$ cat src/rtl/aes_key_expansion.sv
// aes_key_expansion
//   Iterative AES-128 key schedule. Captures a 128-bit cipher key on an
//   accepted start and streams round keys 0..ROUNDS, one per accepted
//   handshake, to the encryption datapath. Each step of the schedule is
//   computed from the key currently presented, so there is only one round's
//   worth of S-box logic (4 S-box lookups) and no stored expanded schedule.
//
// Ports
//   clk        rising-edge clock
//   rst        asynchronous active-high reset
//   start      request an expansion (only looked at while idle)
//   cipher_key 128-bit key, byte 0 = [127:120], word 0 = [127:96]
//   round_key  current round key, same byte/word ordering
//   round_idx  round number of round_key (0..ROUNDS)
//   rk_valid   round_key/round_idx valid
//   rk_ready   consumer takes the key when rk_valid & rk_ready
//   busy       high from accepted start until the last key is taken
//   done       one-cycle pulse after the last key is taken
module aes_key_expansion #(
  parameter int ROUNDS = 10
) (
  input  logic         clk,
  input  logic         rst,
  input  logic         start,
  input  logic [127:0] cipher_key,
  output logic [127:0] round_key,
  output logic [3:0]   round_idx,
  output logic         rk_valid,
  input  logic         rk_ready,
  output logic         busy,
  output logic         done
);

  localparam logic [3:0] LAST_IDX = 4'(ROUNDS);

  // FIPS-197 forward S-box, indexed by input byte.
  localparam logic [7:0] SBOX [256] = '{
    8'h63, 8'h7c, 8'h77, 8'h7b, 8'hf2, 8'h6b, 8'h6f, 8'hc5, 8'h30, 8'h01, 8'h67, 8'h2b, 8'hfe, 8'hd7, 8'hab, 8'h76,
    8'hca, 8'h82, 8'hc9, 8'h7d, 8'hfa, 8'h59, 8'h47, 8'hf0, 8'had, 8'hd4, 8'ha2, 8'haf, 8'h9c, 8'ha4, 8'h72, 8'hc0,
    8'hb7, 8'hfd, 8'h93, 8'h26, 8'h36, 8'h3f, 8'hf7, 8'hcc, 8'h34, 8'ha5, 8'he5, 8'hf1, 8'h71, 8'hd8, 8'h31, 8'h15,
    8'h04, 8'hc7, 8'h23, 8'hc3, 8'h18, 8'h96, 8'h05, 8'h9a, 8'h07, 8'h12, 8'h80, 8'he2, 8'heb, 8'h27, 8'hb2, 8'h75,
    8'h09, 8'h83, 8'h2c, 8'h1a, 8'h1b, 8'h6e, 8'h5a, 8'ha0, 8'h52, 8'h3b, 8'hd6, 8'hb3, 8'h29, 8'he3, 8'h2f, 8'h84,
    8'h53, 8'hd1, 8'h00, 8'hed, 8'h20, 8'hfc, 8'hb1, 8'h5b, 8'h6a, 8'hcb, 8'hbe, 8'h39, 8'h4a, 8'h4c, 8'h58, 8'hcf,
    8'hd0, 8'hef, 8'haa, 8'hfb, 8'h43, 8'h4d, 8'h33, 8'h85, 8'h45, 8'hf9, 8'h02, 8'h7f, 8'h50, 8'h3c, 8'h9f, 8'ha8,
    8'h51, 8'ha3, 8'h40, 8'h8f, 8'h92, 8'h9d, 8'h38, 8'hf5, 8'hbc, 8'hb6, 8'hda, 8'h21, 8'h10, 8'hff, 8'hf3, 8'hd2,
    8'hcd, 8'h0c, 8'h13, 8'hec, 8'h5f, 8'h97, 8'h44, 8'h17, 8'hc4, 8'ha7, 8'h7e, 8'h3d, 8'h64, 8'h5d, 8'h19, 8'h73,
    8'h60, 8'h81, 8'h4f, 8'hdc, 8'h22, 8'h2a, 8'h90, 8'h88, 8'h46, 8'hee, 8'hb8, 8'h14, 8'hde, 8'h5e, 8'h0b, 8'hdb,
    8'he0, 8'h32, 8'h3a, 8'h0a, 8'h49, 8'h06, 8'h24, 8'h5c, 8'hc2, 8'hd3, 8'hac, 8'h62, 8'h91, 8'h95, 8'he4, 8'h79,
    8'he7, 8'hc8, 8'h37, 8'h6d, 8'h8d, 8'hd5, 8'h4e, 8'ha9, 8'h6c, 8'h56, 8'hf4, 8'hea, 8'h65, 8'h7a, 8'hae, 8'h08,
    8'hba, 8'h78, 8'h25, 8'h2e, 8'h1c, 8'ha6, 8'hb4, 8'hc6, 8'he8, 8'hdd, 8'h74, 8'h1f, 8'h4b, 8'hbd, 8'h8b, 8'h8a,
    8'h70, 8'h3e, 8'hb5, 8'h66, 8'h48, 8'h03, 8'hf6, 8'h0e, 8'h61, 8'h35, 8'h57, 8'hb9, 8'h86, 8'hc1, 8'h1d, 8'h9e,
    8'he1, 8'hf8, 8'h98, 8'h11, 8'h69, 8'hd9, 8'h8e, 8'h94, 8'h9b, 8'h1e, 8'h87, 8'he9, 8'hce, 8'h55, 8'h28, 8'hdf,
    8'h8c, 8'ha1, 8'h89, 8'h0d, 8'hbf, 8'he6, 8'h42, 8'h68, 8'h41, 8'h99, 8'h2d, 8'h0f, 8'hb0, 8'h54, 8'hbb, 8'h16
  };

  function automatic logic [7:0] sbox(input logic [7:0] b);
    return SBOX[b];
  endfunction

  // Round constant for the round being produced (1..10).
  function automatic logic [7:0] rcon(input logic [3:0] r);
    case (r)
      4'd1:    return 8'h01;
      4'd2:    return 8'h02;
      4'd3:    return 8'h04;
      4'd4:    return 8'h08;
      4'd5:    return 8'h10;
      4'd6:    return 8'h20;
      4'd7:    return 8'h40;
      4'd8:    return 8'h80;
      4'd9:    return 8'h1b;
      4'd10:   return 8'h36;
      default: return 8'h00;
    endcase
  endfunction

  typedef enum logic {IDLE, EMIT} state_t;

  state_t state, stateNext;

  logic [127:0] keyNext;
  logic [3:0]   idxNext;
  logic         validNext, busyNext, doneNext;

  // One schedule step: next(round_key, round_idx+1)
  logic [31:0]      w0, w1, w2, w3;
  logic [3:0][7:0]  rotWord, subWord;
  logic [31:0]      tWord, n0, n1, n2, n3;
  logic [3:0]       idxInc;
  logic [127:0]     stepKey;

  assign w0      = round_key[127:96];
  assign w1      = round_key[95:64];
  assign w2      = round_key[63:32];
  assign w3      = round_key[31:0];
  assign rotWord = {w3[23:0], w3[31:24]};
  assign idxInc  = round_idx + 4'd1;

  for (genvar i = 0; i < 4; i++) begin : gSub
    assign subWord[i] = sbox(rotWord[i]);
  end

  assign tWord   = subWord ^ {rcon(idxInc), 24'h0};
  assign n0      = w0 ^ tWord;
  assign n1      = w1 ^ n0;
  assign n2      = w2 ^ n1;
  assign n3      = w3 ^ n2;
  assign stepKey = {n0, n1, n2, n3};

  always_ff @(posedge clk or posedge rst) begin
    if (rst) begin
      state     <= IDLE;
      round_key <= '0;
      round_idx <= '0;
      rk_valid  <= 1'b0;
      busy      <= 1'b0;
      done      <= 1'b0;
    end else begin
      state     <= stateNext;
      round_key <= keyNext;
      round_idx <= idxNext;
      rk_valid  <= validNext;
      busy      <= busyNext;
      done      <= doneNext;
    end
  end

  always_comb begin
    stateNext = state;
    keyNext   = round_key;
    idxNext   = round_idx;
    validNext = rk_valid;
    busyNext  = busy;
    doneNext  = 1'b0;
    case (state)
      IDLE: begin
        validNext = 1'b0;
        busyNext  = 1'b0;
        if (start) begin
          keyNext   = cipher_key;
          idxNext   = 4'd0;
          validNext = 1'b1;
          busyNext  = 1'b1;
          stateNext = EMIT;
        end
      end
      EMIT: begin
        // Without a handshake the presented key/index are simply held.
        if (rk_ready) begin
          if (round_idx < LAST_IDX) begin
            keyNext = stepKey;
            idxNext = idxInc;
          end else begin
            // Last key taken: key/index stay as the final round's values.
            validNext = 1'b0;
            busyNext  = 1'b0;
            doneNext  = 1'b1;
            stateNext = IDLE;
          end
        end
      end
      default: stateNext = IDLE;
    endcase
  end

endmodule

$ cat config.mk
export PLATFORM = sky130hd
export DESIGN_NAME = aes_key_expansion
export DESIGN_NICKNAME = d
export VERILOG_FILES = /design/src/rtl/aes_key_expansion.sv
export SDC_FILE = /design/constraint.sdc
export NUM_CORES = 1
export LEC_CHECK = 0
export CORE_MARGIN = 2
export CORE_UTILIZATION = 40
export CTS_BUF_LIST = sky130_fd_sc_hd__clkbuf_16
export CTS_CLUSTER_DIAMETER = 80
export CTS_CLUSTER_SIZE = 8
export DETAILED_ROUTE_END_ITERATION = 8
export SYNTH_ARGS = -nofsm -noshare
export SYNTH_HDL_FRONTEND = slang
export SYNTH_SLANG_ARGS = --single-unit
$ cat constraint.sdc
create_clock -name clk -period 13.1 [get_ports clk]
set_clock_uncertainty 0.15 [all_clocks]
set_input_delay 2.62 -clock clk [delete_from_list [all_inputs] [get_ports clk]]
set_output_delay 2.62 -clock clk [all_outputs]
set_load 0.02 [all_outputs]
==> results.yml <==
run_status:
  status: "completed"
synth:
  asyncSetResetFlopFracSynth_pct: 100
  yosysTopAreaCell: "dfrtp_1"
  syn_nets: 3445
  syn-mean-instance-area_um2: 7.14
  yosys_warnings: 0
  synth.cells.most_frequent: "a21oi_1, nor2_1, o21ai_0, nand2_1, clkbuf_1"
  dominant_combinational_cell_family_by_area_after_synthesis: "compound AO/OA/AOI/OAI gates"
  synth-compound-area-share_pct: 36.5
  synth-main-ff-cell: "dfrtp_1"
  synthesis.instances: 3250
  post_synthesis_sequential_element_count: 135
  synth_sequential_area_ratio_pct: 14.6
  synth-xor-area-share_pct: 5.90
  synthSimpleGateAreaFrac_pct: 22.9
  synth.top_cells.by_area: "dfrtp_1, a21oi_1, o21ai_0"
  synth_top_area_share_pct: 14.6
  ys_types: 103
  synthMostInstantiatedCell: "a21oi_1"
  muxShareOfSynthArea_pct: 7.99
  synth-adder-area-share_pct: 3.43
  synthesis.area_um2: 23200
  synth-edff-count: 0
global_route:
  grt_pass1_vias: 25700
  met2_usage_pct: 55.2
  grt_first_pass_wirelength_um: 167000
  globalRouteOverflowTotal: 0
  grtUsageMet1_pct: 47.9
  antenna_found_initial: 4
  grt.total_usage_pct: 35.9
  grt_most_used_layer: "met2"
  grt.met3_usage_pct: 6.63
  largest_net_degree_at_the_start_of_global_routing: 92
floorplan:
  placementRows: 88
  die-height_um: 245
  die-area_um2: 60000
  fp.dieW_um: 245
  initial_core_utilization_pct: 40.3
  placeableCoreArea_um2: 57600
  io_pins: 267
placement:
  gp_congestion: 1.04
  detailed_place_hpwl_um: 76500
  numPortBuffers: 266
timing:
  final-hold-violation-count: 0
  finalWorstPathRequiredPeriod_ns: 5.64
  max_clock_freq_mhz: 177
  setup_viol: 0
  final.hold.worst_slack_ns: 0.360
  worst_slew_margin_rel_pct: 15.1
  final_sum_of_negative_setup_slack_ns: 0
  grt_setup_unrepaired: "no"
  worst_slew_pin_tran_ns: 1.24
  final_min_period_over_clock_period_pct: 43.0
  final_max_slew_viol_count: 0
clock_network:
  cts.clk_slew.worst_paths_ns: 0.06
  clock_latency_ns: 0.48
  max-clock-path-buffers: 2
  cts_num_sinks: 135
  tritoncts.num_buffers: 17
  post_cts_resize_count: 0
  htree_levels: 4
  holdBufCountCts: 0
  post-cts-setup-buffers: 0
  cts_tree: "built"
  root_buffer_master: "clkbuf_16"
worst_setup_path:
  worst_r2r_path_depth: 13
  timing.setup.critical_path_class: "register to output pin"
  critical-path-max-stage-delay_ns: 0.94
  crit_slowest_cell: "dfrtp_2"
  highest_net_fanout_along_the_worst_path: 68
  critical_path.top_delay_family: "buffers and inverters"
  worstPathCellList: "buf_4 -> clkdlybuf4s50_1"
  r2r_setup_slack_ns: 7.65
  cp.required_ns: 10.33
  cp_data_arrival_time_ns: 2.87
  wp_depth: 2
  worstPathBufferInverterCount: 2
  setup.worst_path.start_class: "register"
  worst_setup_path_end_kind: "output pin"
routing:
  number_of_drc_markers_after_the_initial_detailed_route_iteration: 4395
  drt-wirelength-per-cell_um: 28.0
  detail-route-antenna-nets: 0
  vias: 28100
  avgViaCountPerCell: 7.05
  first_pass_iters: 6
  drt_drc_violations_left: 0
  wl_um: 112000
hold_path:
  min_path_cells: 1
  holdCritPathClass: "register to register"
cells_and_area:
  multi_input_comb_area_um2: 17900
  drive_gt1_share_pct: 7.85
  sequential_cell_area_um2: 3410
  flow.area_growth_from_synthesis_pct: 12.9
  fillerInstances: 5795
  nNetsFinal: 3405
job:
  maxCapViolations: 0
==> per-stage QoR <==
| stage | cells | cell area, um^2 | setup WS [ns] | util [%] |
|---|---|---|---|---|
| floorplan | 3250 | 23200 | 6.72 | - |
| global placement | 3956 | 25600 | 7.31 | 44.4 |
| detailed placement | 3956 | 25600 | 7.33 | 44.4 |
| CTS | 3988 | 26200 | 7.52 | 45.5 |
| global route | 3989 | 26200 | 7.36 | 45.5 |
| finish | 3989 | 26200 | 7.46 | 45.5 |
==> sequential cells by signal, indices dropped and copies added (netlist names) <==
| name | cells |
|---|---|
| round_key | 128 |
| state | 1 |
| busy | 1 |
| round_idx | 4 |
| done | 1 |
==> worst paths after layout <==
path                                           start                        to
max                        round_key[19]$_DFFE_PP0P_             round_key[19]
min                                 busy$_DFFE_PP0P_          busy$_DFFE_PP0P_
max reg2reg                round_key[25]$_DFFE_PP0P_  round_key[7]$_DFFE_PP0P_
min reg2reg                         busy$_DFFE_PP0P_          busy$_DFFE_PP0P_
max in group asynchronous                        rst  round_key[2]$_DFFE_PP0P_
min in group asynchronous                        rst          busy$_DFFE_PP0P_
==> cell usage in the layout, fill, tap and decap left out, types with 24 or more instances in the layout <==
cell	count
nor2b_1	79
or3_1	30
nor2_1	271
a21o_1	27
and2_1	31
a311oi_1	59
a21oi_1	278
nand2_1	252
o21ai_0	269
buf_4	57
o211ai_1	55
mux2i_1	51
o22ai_1	69
or2_2	24
nand2b_1	74
inv_1	53
dfrtp_1	122
o31ai_1	29
a211oi_1	73
nor3_1	114
clkdlybuf4s50_1	266
a31oi_1	61
o311ai_0	31
nand3_1	104
xor2_1	53
xnor2_1	64
ha_1	62
and3_1	35
mux4_2	53
==> cell families (layout without fill, tap and decap cells) <==
group                    Yosys count  count (layout)
AO/OA/AOI/OAI                   1253            1253
XOR/XNOR                         135             135
adder cells (fa/ha/maj)           63              63
buffers and inverters            451             424
flip-flops                       135             135
multiplexers                     116             116
other                              0               1
AND/OR/NAND/NOR                 1097            1097
==> worst reg2reg max path, delay by kind of cell (launching register included) <==
kind | cells | cell delay (ns)
AOI/OAI and AO/OA | 8 | 2.31
adders and majority gates | 1 | 1.01
buffers and inverters | 2 | 0.96
and+or+nand+nor | 2 | 0.62
DFF | 1 | 0.32
==> area by class of cell <==
type | count | area share, %
multi-input cells | 2664 | 68.1
flip-flops and latches | 135 | 13.0
repair buffers | 323 | 11.8
well taps | 765 | 3.65
clock buffers | 17 | 1.62
inverters | 69 | 1.02
clock inverters | 15 | 0.755
diodes | 1 | 0.00955
==> layer usage <==
metal	vias up	wire, um
li1	12200	-
met1	13500	43400
met2	2124	49800
met3	358	12600
met4	4	6070
met5	-	22
Power is not shown: default switching activity piles up to over one toggle a cycle in this logic, so the estimate is an artifact.
